File: config.mk
export PLATFORM = sky130hd
export DESIGN_NAME = instr_encoder
export DESIGN_NICKNAME = d
export VERILOG_FILES = /design/src/rtl/instr_encoder.sv
export SDC_FILE = /design/constraint.sdc
export NUM_CORES = 1
export LEC_CHECK = 0
export ABC_AREA = 1
export BUFFER_PORTS_ARGS = -buffer_cell sky130_fd_sc_hd__buf_2
export CORE_MARGIN = 2
export CORE_UTILIZATION = 60
export CTS_CLUSTER_SIZE = 16
export DETAILED_ROUTE_END_ITERATION = 16
export HOLD_SLACK_MARGIN = 0.02
export PLACE_DENSITY = 0.84
export SLEW_MARGIN = 5
export SYNTH_ARGS = -nofsm -noshare
export SYNTH_HDL_FRONTEND = slang
export SYNTH_SLANG_ARGS = --single-unit
File: constraint.sdc
create_clock -name clk -period 8.18 [get_ports clk]
set_input_delay 0.409 -clock clk [delete_from_list [all_inputs] [get_ports clk]]
set_output_delay 0.409 -clock clk [all_outputs]
set_load 0.005 [all_outputs]
File: src/rtl/instr_encoder.sv
// -----------------------------------------------------------------------------
// instr_encoder
//
// Accepts decoded instruction fields over a valid/ready handshake, packs each
// legal instruction into a 32-bit R/I/J-format word, buffers the words in a
// small FIFO and streams them into instruction memory at consecutive addresses
// starting from base_addr.
//
// Ports
//   clk, rst_n            clock, asynchronous active-low reset
//   start, base_addr      begin a program load at base_addr (honoured in IDLE)
//   in_valid / in_ready   field handshake; transfer when both high on an edge
//   in_opcode, in_rs, in_rt, in_rd, in_imm, in_last
//                         instruction fields; in_last marks the final one
//   mem_we, mem_addr, mem_wdata, mem_ready
//                         memory write port; a write completes on
//                         mem_we && mem_ready
//   busy, done            load in progress / one-cycle completion pulse
//   err_illegal           one-cycle pulse after an accepted opcode > 32
//   count                 words written since the last start
// -----------------------------------------------------------------------------
module instr_encoder #(
  parameter int FIFO_DEPTH = 4,
  parameter int ADDR_W     = 10
) (
  input  logic              clk,
  input  logic              rst_n,
  input  logic              start,
  input  logic [ADDR_W-1:0] base_addr,
  input  logic              in_valid,
  output logic              in_ready,
  input  logic [5:0]        in_opcode,
  input  logic [4:0]        in_rs,
  input  logic [4:0]        in_rt,
  input  logic [4:0]        in_rd,
  input  logic [25:0]       in_imm,
  input  logic              in_last,
  output logic              mem_we,
  output logic [ADDR_W-1:0] mem_addr,
  output logic [31:0]       mem_wdata,
  input  logic              mem_ready,
  output logic              busy,
  output logic              done,
  output logic              err_illegal,
  output logic [ADDR_W:0]   count
);

  localparam int PTR_W = $clog2(FIFO_DEPTH);

  localparam logic [1:0] IDLE  = 2'd0;
  localparam logic [1:0] RUN   = 2'd1;
  localparam logic [1:0] DRAIN = 2'd2;
  localparam logic [1:0] DONE  = 2'd3;

  logic [1:0]  state;

  // FIFO pointers carry one extra wrap bit so full and empty are distinct.
  logic [31:0]  fifo_mem [FIFO_DEPTH];
  logic [PTR_W:0] wr_ptr;
  logic [PTR_W:0] rd_ptr;
  logic           fifo_empty;
  logic           fifo_full;

  logic        op_legal;
  logic [31:0] enc_word;
  logic        accept;
  logic        push;
  logic        pop;

  assign fifo_empty = (wr_ptr == rd_ptr);
  assign fifo_full  = (wr_ptr[PTR_W] != rd_ptr[PTR_W]) &&
                      (wr_ptr[PTR_W-1:0] == rd_ptr[PTR_W-1:0]);

  // in_ready looks only at fullness, never at a same-cycle pop.
  assign in_ready = (state == RUN) && !fifo_full;
  assign busy     = (state == RUN) || (state == DRAIN);
  assign done     = (state == DONE);

  assign mem_we    = !fifo_empty;
  // Storage is not reset, so the head is masked to keep mem_wdata at 0
  // whenever nothing is queued (including straight after reset).
  assign mem_wdata = fifo_empty ? 32'd0 : fifo_mem[rd_ptr[PTR_W-1:0]];

  assign op_legal = (in_opcode <= 6'd32);
  assign accept   = in_valid && in_ready;
  assign push     = accept && op_legal;
  assign pop      = mem_we && mem_ready;

  // Format selection: R and J opcodes are listed explicitly, every other
  // opcode uses the I-format layout.
  always_comb begin
    // NOTE: default assignment first so every path drives enc_word; without
    // it the unlisted opcodes would infer a latch.
    enc_word = {in_opcode, in_rs, in_rt, in_imm[15:0]};
    case (in_opcode)
      6'd0, 6'd2, 6'd4, 6'd6, 6'd8, 6'd10, 6'd12, 6'd14, 6'd16,
      6'd18, 6'd19, 6'd26, 6'd30:
        enc_word = {in_opcode, in_rs, in_rt, in_rd, 11'b0};
      6'd22, 6'd23, 6'd24, 6'd25, 6'd28, 6'd29:
        enc_word = {in_opcode, in_imm[25:0]};
      default: ;
    endcase
  end

  // Control FSM
  always_ff @(posedge clk or negedge rst_n) begin
    if (!rst_n) begin
      // NOTE: sequential state uses non-blocking assignments so every
      // register samples pre-edge values regardless of block ordering.
      state <= IDLE;
    end else begin
      case (state)
        IDLE:    if (start) state <= RUN;
        // An illegal final instruction still ends the stream.
        RUN:     if (accept && in_last) state <= DRAIN;
        // Empty FIFO means mem_we is low, so no write is outstanding.
        DRAIN:   if (fifo_empty) state <= DONE;
        DONE:    state <= IDLE;
        default: state <= IDLE;
      endcase
    end
  end

  // Write address, word count and illegal-opcode pulse
  always_ff @(posedge clk or negedge rst_n) begin
    if (!rst_n) begin
      mem_addr    <= '0;
      count       <= '0;
      err_illegal <= 1'b0;
    end else begin
      err_illegal <= accept && !op_legal;
      if (state == IDLE && start) begin
        mem_addr <= base_addr;
        count    <= '0;
      end else if (pop) begin
        // Natural ADDR_W-bit overflow gives the wrap to address 0.
        mem_addr <= mem_addr + ADDR_W'(1);
        count    <= count + (ADDR_W + 1)'(1);
      end
    end
  end

  // FIFO pointers
  always_ff @(posedge clk or negedge rst_n) begin
    if (!rst_n) begin
      wr_ptr <= '0;
      rd_ptr <= '0;
    end else begin
      if (push) wr_ptr <= wr_ptr + (PTR_W + 1)'(1);
      if (pop)  rd_ptr <= rd_ptr + (PTR_W + 1)'(1);
    end
  end

  // NOTE: the storage array has no reset; the pointers alone define which
  // entries are valid, and leaving it unreset lets it map onto plain RAM.
  always_ff @(posedge clk) begin
    if (push) fifo_mem[wr_ptr[PTR_W-1:0]] <= enc_word;
  end

endmodule
==> flow_summary_export.csv, run 1 <==
group,metric,value,unit
logic_synthesis,avgSynthCellArea,10.3,sq um
cts,postCtsSetupRepairBufs,0,
cts,holdBufCountCts,0,
power_and_ir_drop,irDropWorstVdd,0.201,mV
cts,path_clk_slew,60,ps
floorplanning,fp.dieW,114,microns
timing,finalMaxSlewViolations,0,
logic_synthesis,synth.net_count,772,
worst_setup_path,r2r_cells,8,
cts,tritoncts.num_buffers,17,
floorplanning,core,11900,sq um
finish,multi_input_area,2180,sq um
detailed_routing,vias,5496,
finish,fin_nets,884,
cts,clock_path_buffers,2,
finish,final_common_cell,"edfxtp_1",
power_and_ir_drop,p_per_area,343,nW/um^2
finish,drive_above_1_share,0.224,
worst_setup_path,end_kind,"register",
global_route,grt_max_degree,68,
global_route,antenna_found_initial,0,
global_route,grt_overflow,0,
timing,fmax,240,MHz
worst_setup_path,worstSetupPathType,"register to register",
cts,clock_latency,420,ps
global_route,grt_pass1_wl,25600,microns
logic_synthesis,yosysWarnings,0,
worst_setup_path,start_kind,"register",
logic_synthesis,synth_cell_types,34,
placed_design,io_buffers,120,
finish,area_growth,18.4,%
hold_path,hp-class,"primary input to asynchronous set/reset pin",
global_route,grt_usage,0.257,
placed_design,dp_slack,4110,ps
timing,relSlewSlack,0.268,
cts,cts.sinks,158,
detailed_routing,avgRoutedWirePerCell,16.6,microns
detailed_routing,drtAntennaViolNets,0,
timing,fin_setup_tns,0,ps
power_and_ir_drop,leakagePower,3.65,nW
detailed_routing,drt-vias-per-instance,5.67,
finish,seq_area,4600,sq um
placed_design,gp_congestion,0.879,
finish,diodes,0,
finish,fill_cells,800,
timing,worst_pin_slew,1100,ps
cts,cts_root_buf,"clkbuf_16",
floorplanning,start_util,0.607,
logic_synthesis,syn_inst,697,
floorplanning,dieArea,12900,sq um
placed_design,postPlaceCellArea,7910,sq um
finish,design_area,8530,sq um
finish,fin_util,0.719,
placed_design,dp_hpwl,9800,microns
timing,fin_crit_sh,0.508,
detailed_routing,dr.first_iter.drc_count,456,
floorplanning,die_h,114,microns
logic_synthesis,ys_ff_latch,158,
cts,htreeDepth,4,
worst_setup_path,crit_fanout,67,
timing,setup_viol,0,
logic_synthesis,netlist_area,7210,sq um
timing,finalHoldViolCount,0,
detailed_routing,drc,0,
worst_setup_path,cp.required,8220,ps
job,max-cap-violations,0,
logic_synthesis,ys_seq_area_frac,0.638,
cts,cts_tree,"yes",
finish,mostFrequentLayoutCells,"edfxtp_1, buf_2, nand2_1, nor2_1, inv_1",
worst_setup_path,crit_arrival,4200,ps
detailed_routing,firstDrtPassIters,5,
cts,cts_resized,0,
timing,finalCriticalPeriod,4160,ps
timing,layout_setup_ws,4020,ps
detailed_routing,wirelength,16100,microns
run_status,status,"finished clean",
timing,hold_slack,34.4,ps
floorplanning,rows,40,
timing,skew,9.72,ps
timing,rsz0062_at_grt,"false",
global_route,grt_pass1_vias,5357,
floorplanning,ios,121,
-- per-stage QoR --
| step | std cells | power, mW |
|---|---|---|
| 3_5_place_dp | 937 | 2.10 |
| 6_report | 969 | 2.92 |
| 3_3_place_gp | 937 | 2.05 |
| 2_1_floorplan | 697 | 1.74 |
| 5_1_grt | 969 | 3.11 |
| 4_1_cts | 969 | 2.92 |
-- per-layer routing --
metal	vias up	part of all wire	track usage
li1	2586	-	-
met1	2621	0.40	0.322
met2	253	0.51	0.413
met3	36	0.068	0.0627
met4	0	0.024	0.145
met5	-	0	0
-- power breakdown --
part | total [mW] | switching [mW] | internal, mW
sequential | 1.08 | 0.116 | 0.964
combinational | 1.03 | 0.648 | 0.386
clock | 0.809 | 0.305 | 0.505
-- path summary, 6_finish.rpt --
kind,start,to,slack (ps)
min reg2reg,state[1],state[1],540
min,rst_n,count[6],30
max reg2reg,rd_ptr[0],fifo_mem[0][27],4020
max,rd_ptr[0],fifo_mem[0][27],4020
min in group clk,base_addr[8],mem_addr[8],220
max in group asynchronous,rst_n,rd_ptr[0],7650
-- cell type report --
type	count	area share
Sequential cell	158	0.539
Multi-Input combinational cell	421	0.256
Timing Repair Buffer	122	0.0722
Clock buffer	23	0.0560
Inverter	89	0.0395
Tap cell	147	0.0216
Clock inverter	9	0.0160
-- state kept, by name (all words and copies together) (netlist names) --
register / count
mem_addr: 10
wr_ptr: 3
fifo_mem: 128
err_illegal: 1
state: 2
count: 11
rd_ptr: 3
-- logic make-up after synthesis --
family                     count (synthesis)  share of synthesized area
buffers and inverters                    118                     0.0648
AOI/OAI and AO/OA                        130                     0.0998
muxes                                     10                     0.0156
xor gates and xnor gates                   8                    0.00972
adders and majority gates                 12                     0.0208
DFF                                      158                      0.638
and+or+nand+nor                          261                      0.152
-- cell usage after synthesis, drive strengths merged --
| cell type | instances | area, sq um |
|---|---|---|
| a21oi | 3 | 15.0 |
| a31o | 1 | 8.76 |
| buf | 7 | 47.5 |
| clkbuf | 22 | 82.6 |
| dfrtp | 30 | 751 |
| edfxtp | 128 | 3840 |
| ha | 12 | 150 |
| inv | 89 | 337 |
| mux2 | 10 | 113 |
| nand2 | 118 | 469 |
| nand3 | 29 | 158 |
| nand4 | 6 | 37.5 |
| nor2 | 99 | 379 |
| nor3 | 6 | 30.0 |
| o211ai | 2 | 20.0 |
| o21a | 2 | 15.0 |
| o21ai | 88 | 444 |
| o22ai | 32 | 200 |
| o31ai | 1 | 7.51 |
| o32ai | 1 | 8.76 |
| or2 | 3 | 18.8 |
| xnor2 | 2 | 17.5 |
| xor2 | 6 | 52.6 |
-- critical path, stage by stage (launching register included) --
cell and delay (ps):
dfrtp_2 1070, inv_2 720, nand2_1 220, nand2_1 140, nand3_1 160, nand3_1 120, nor2_2 220, inv_1 220
nor2_4 850
Note: power is estimated with default switching activity, not from simulation.
==> run 2: changes to the inputs <==
Settings changed: CORE_UTILIZATION 60 to 56, PLACE_DENSITY 0.84 to 0.79.
Clock period 8.18 ns to 4 ns, I/O delays scaled along.
==> flow_summary_export.csv, run 2 (synthesized netlist as in run 1, its figures left out) <==
group,metric,value,unit
run_status,status,"finished clean",
worst_setup_path,ff2ff_setup_slack,1090,ps
worst_setup_path,crit_fanout,51,
power_and_ir_drop,p_per_area,694,nW/um^2
detailed_routing,avgRoutedWirePerCell,16.1,microns
finish,diodes,0,
worst_setup_path,start_kind,"register",
floorplanning,ios,121,
floorplanning,die_h,117,microns
timing,finalMaxSlewViolations,0,
timing,rsz0062_at_grt,"false",
finish,seq_area,4600,sq um
global_route,grt_pass1_vias,5408,
power_and_ir_drop,leakagePower,3.72,nW
placed_design,io_buffers,120,
timing,fin_setup_tns,0,ps
timing,fin_crit_sh,0.728,
job,max-cap-violations,0,
timing,finalHoldViolCount,0,
timing,skew,7.09,ps
finish,multi_input_area,2180,sq um
floorplanning,fp.dieW,117,microns
finish,fin_nets,898,
worst_setup_path,cp.required,4120,ps
global_route,grt_max_degree,66,
placed_design,dp_slack,1130,ps
cts,cts.sinks,158,
finish,mostFrequentLayoutCells,"edfxtp_1, buf_2, nand2_1, nor2_1, inv_1",
cts,path_clk_slew,60,ps
timing,layout_setup_ws,1090,ps
worst_setup_path,worstSetupPathType,"register to register",
timing,finalCriticalPeriod,2910,ps
power_and_ir_drop,total_power,6.01,mW
placed_design,gp_congestion,0.865,
detailed_routing,firstDrtPassIters,5,
timing,worst_pin_slew,717,ps
worst_setup_path,cp.buffers_inverters,3,
global_route,grt_overflow,0,
cts,cts_resized,0,
hold_path,hold_path_depth,1,
finish,area_growth,20.3,%
detailed_routing,drc,0,
worst_setup_path,r2r_start,"rd_ptr[0]",
cts,clock_latency,420,ps
detailed_routing,wirelength,16200,microns
worst_setup_path,worstSetupPathDepth,9,
cts,cts_root_buf,"clkbuf_16",
worst_setup_path,cp_cell_sequence,"buf_4 > nand2_1 > nand2_1 > nand3_1 > nand3_1 > nor2_2 > inv_1 > nor2_4 > buf_4",
timing,relSlewSlack,0.521,
hold_path,holdPathEnd,"fifo_mem[2][26]",
global_route,grt_pass1_wl,26100,microns
finish,fill_cells,903,
timing,fmax,343,MHz
worst_setup_path,crit_arrival,3040,ps
cts,cts_tree,"yes",
global_route,grt_usage,0.239,
hold_path,hp-class,"primary input to register",
floorplanning,dieArea,13800,sq um
detailed_routing,drtAntennaViolNets,0,
cts,tritoncts.num_buffers,17,
finish,final_common_cell,"edfxtp_1",
floorplanning,start_util,0.573,
cts,clock_path_buffers,2,
cts,holdBufCountCts,5,
cts,postCtsSetupRepairBufs,0,
cts,htreeDepth,4,
worst_setup_path,r2r_cells,9,
worst_setup_path,crit_family,"simple AND/OR/NAND/NOR gates",
finish,fin_util,0.689,
timing,setup_viol,0,
detailed_routing,dr.first_iter.drc_count,382,
worst_setup_path,cp_slowest_cell,"nor2_4",
worst_setup_path,cpPeakStageDelay,530,ps
worst_setup_path,r2r-end,"fifo_mem[0][7]",
power_and_ir_drop,irDropWorstVdd,0.410,mV
floorplanning,core,12600,sq um
hold_path,hold_path.startpoint,"in_opcode[0]",
finish,drive_above_1_share,0.228,
finish,largest_register_ffs,128,
worst_setup_path,end_kind,"register",
detailed_routing,drt-vias-per-instance,5.41,
floorplanning,rows,41,
detailed_routing,vias,5450,
placed_design,dp_hpwl,10300,microns
global_route,antenna_found_initial,0,
## run 2: worst max path at each step
stage | start | slack [ps] | endpoint
after floorplan | wr_ptr[0] | 1080 | fifo_mem[1][0]
after global placement | rd_ptr[0] | 1180 | fifo_mem[0][7]
after detailed placement | rd_ptr[0] | 1130 | fifo_mem[0][7]
after CTS | rd_ptr[0] | 1090 | fifo_mem[0][9]
after global routing | rd_ptr[0] | 940 | fifo_mem[0][9]
final | rd_ptr[0] | 1090 | fifo_mem[0][7]
## run 2: power breakdown
group	internal [mW]	switching, mW
Combinational	0.815	1.39
Sequential	1.97	0.177
Clock	1.04	0.624
## run 2: area by class of cell
type	instances	share of cell area
inverters	89	0.0388
multi-input cells	421	0.252
clock inverters	13	0.0196
well taps	172	0.0248
clock buffers	19	0.0500
flip-flops and latches	158	0.530
repair buffers	136	0.0846
## run 2: metal layers
layer | part of all wire | global-route usage | wire [microns]
met1 | 0.41 | 0.295 | 6580
met2 | 0.52 | 0.414 | 8460
met3 | 0.054 | 0.0467 | 868
met4 | 0.018 | 0.0964 | 285
met5 | 0 | 0 | 0
## run 2: worst reg2reg max path, delay by kind of cell, from the launching register on
kind / cells / cell delay (ps)
simple gates: 6 / 1260
buf+inv: 3 / 840
flops: 1 / 520
## run 2: per-stage QoR
step	cells	cell area, sq um	hold WS [ps]
6_report	1008	8670	67.3
3_5_place_dp	971	8010	285
3_3_place_gp	971	8010	281
5_1_grt	1008	8670	55.5
2_1_floorplan	697	7210	-95.6
4_1_cts	1008	8670	58.5
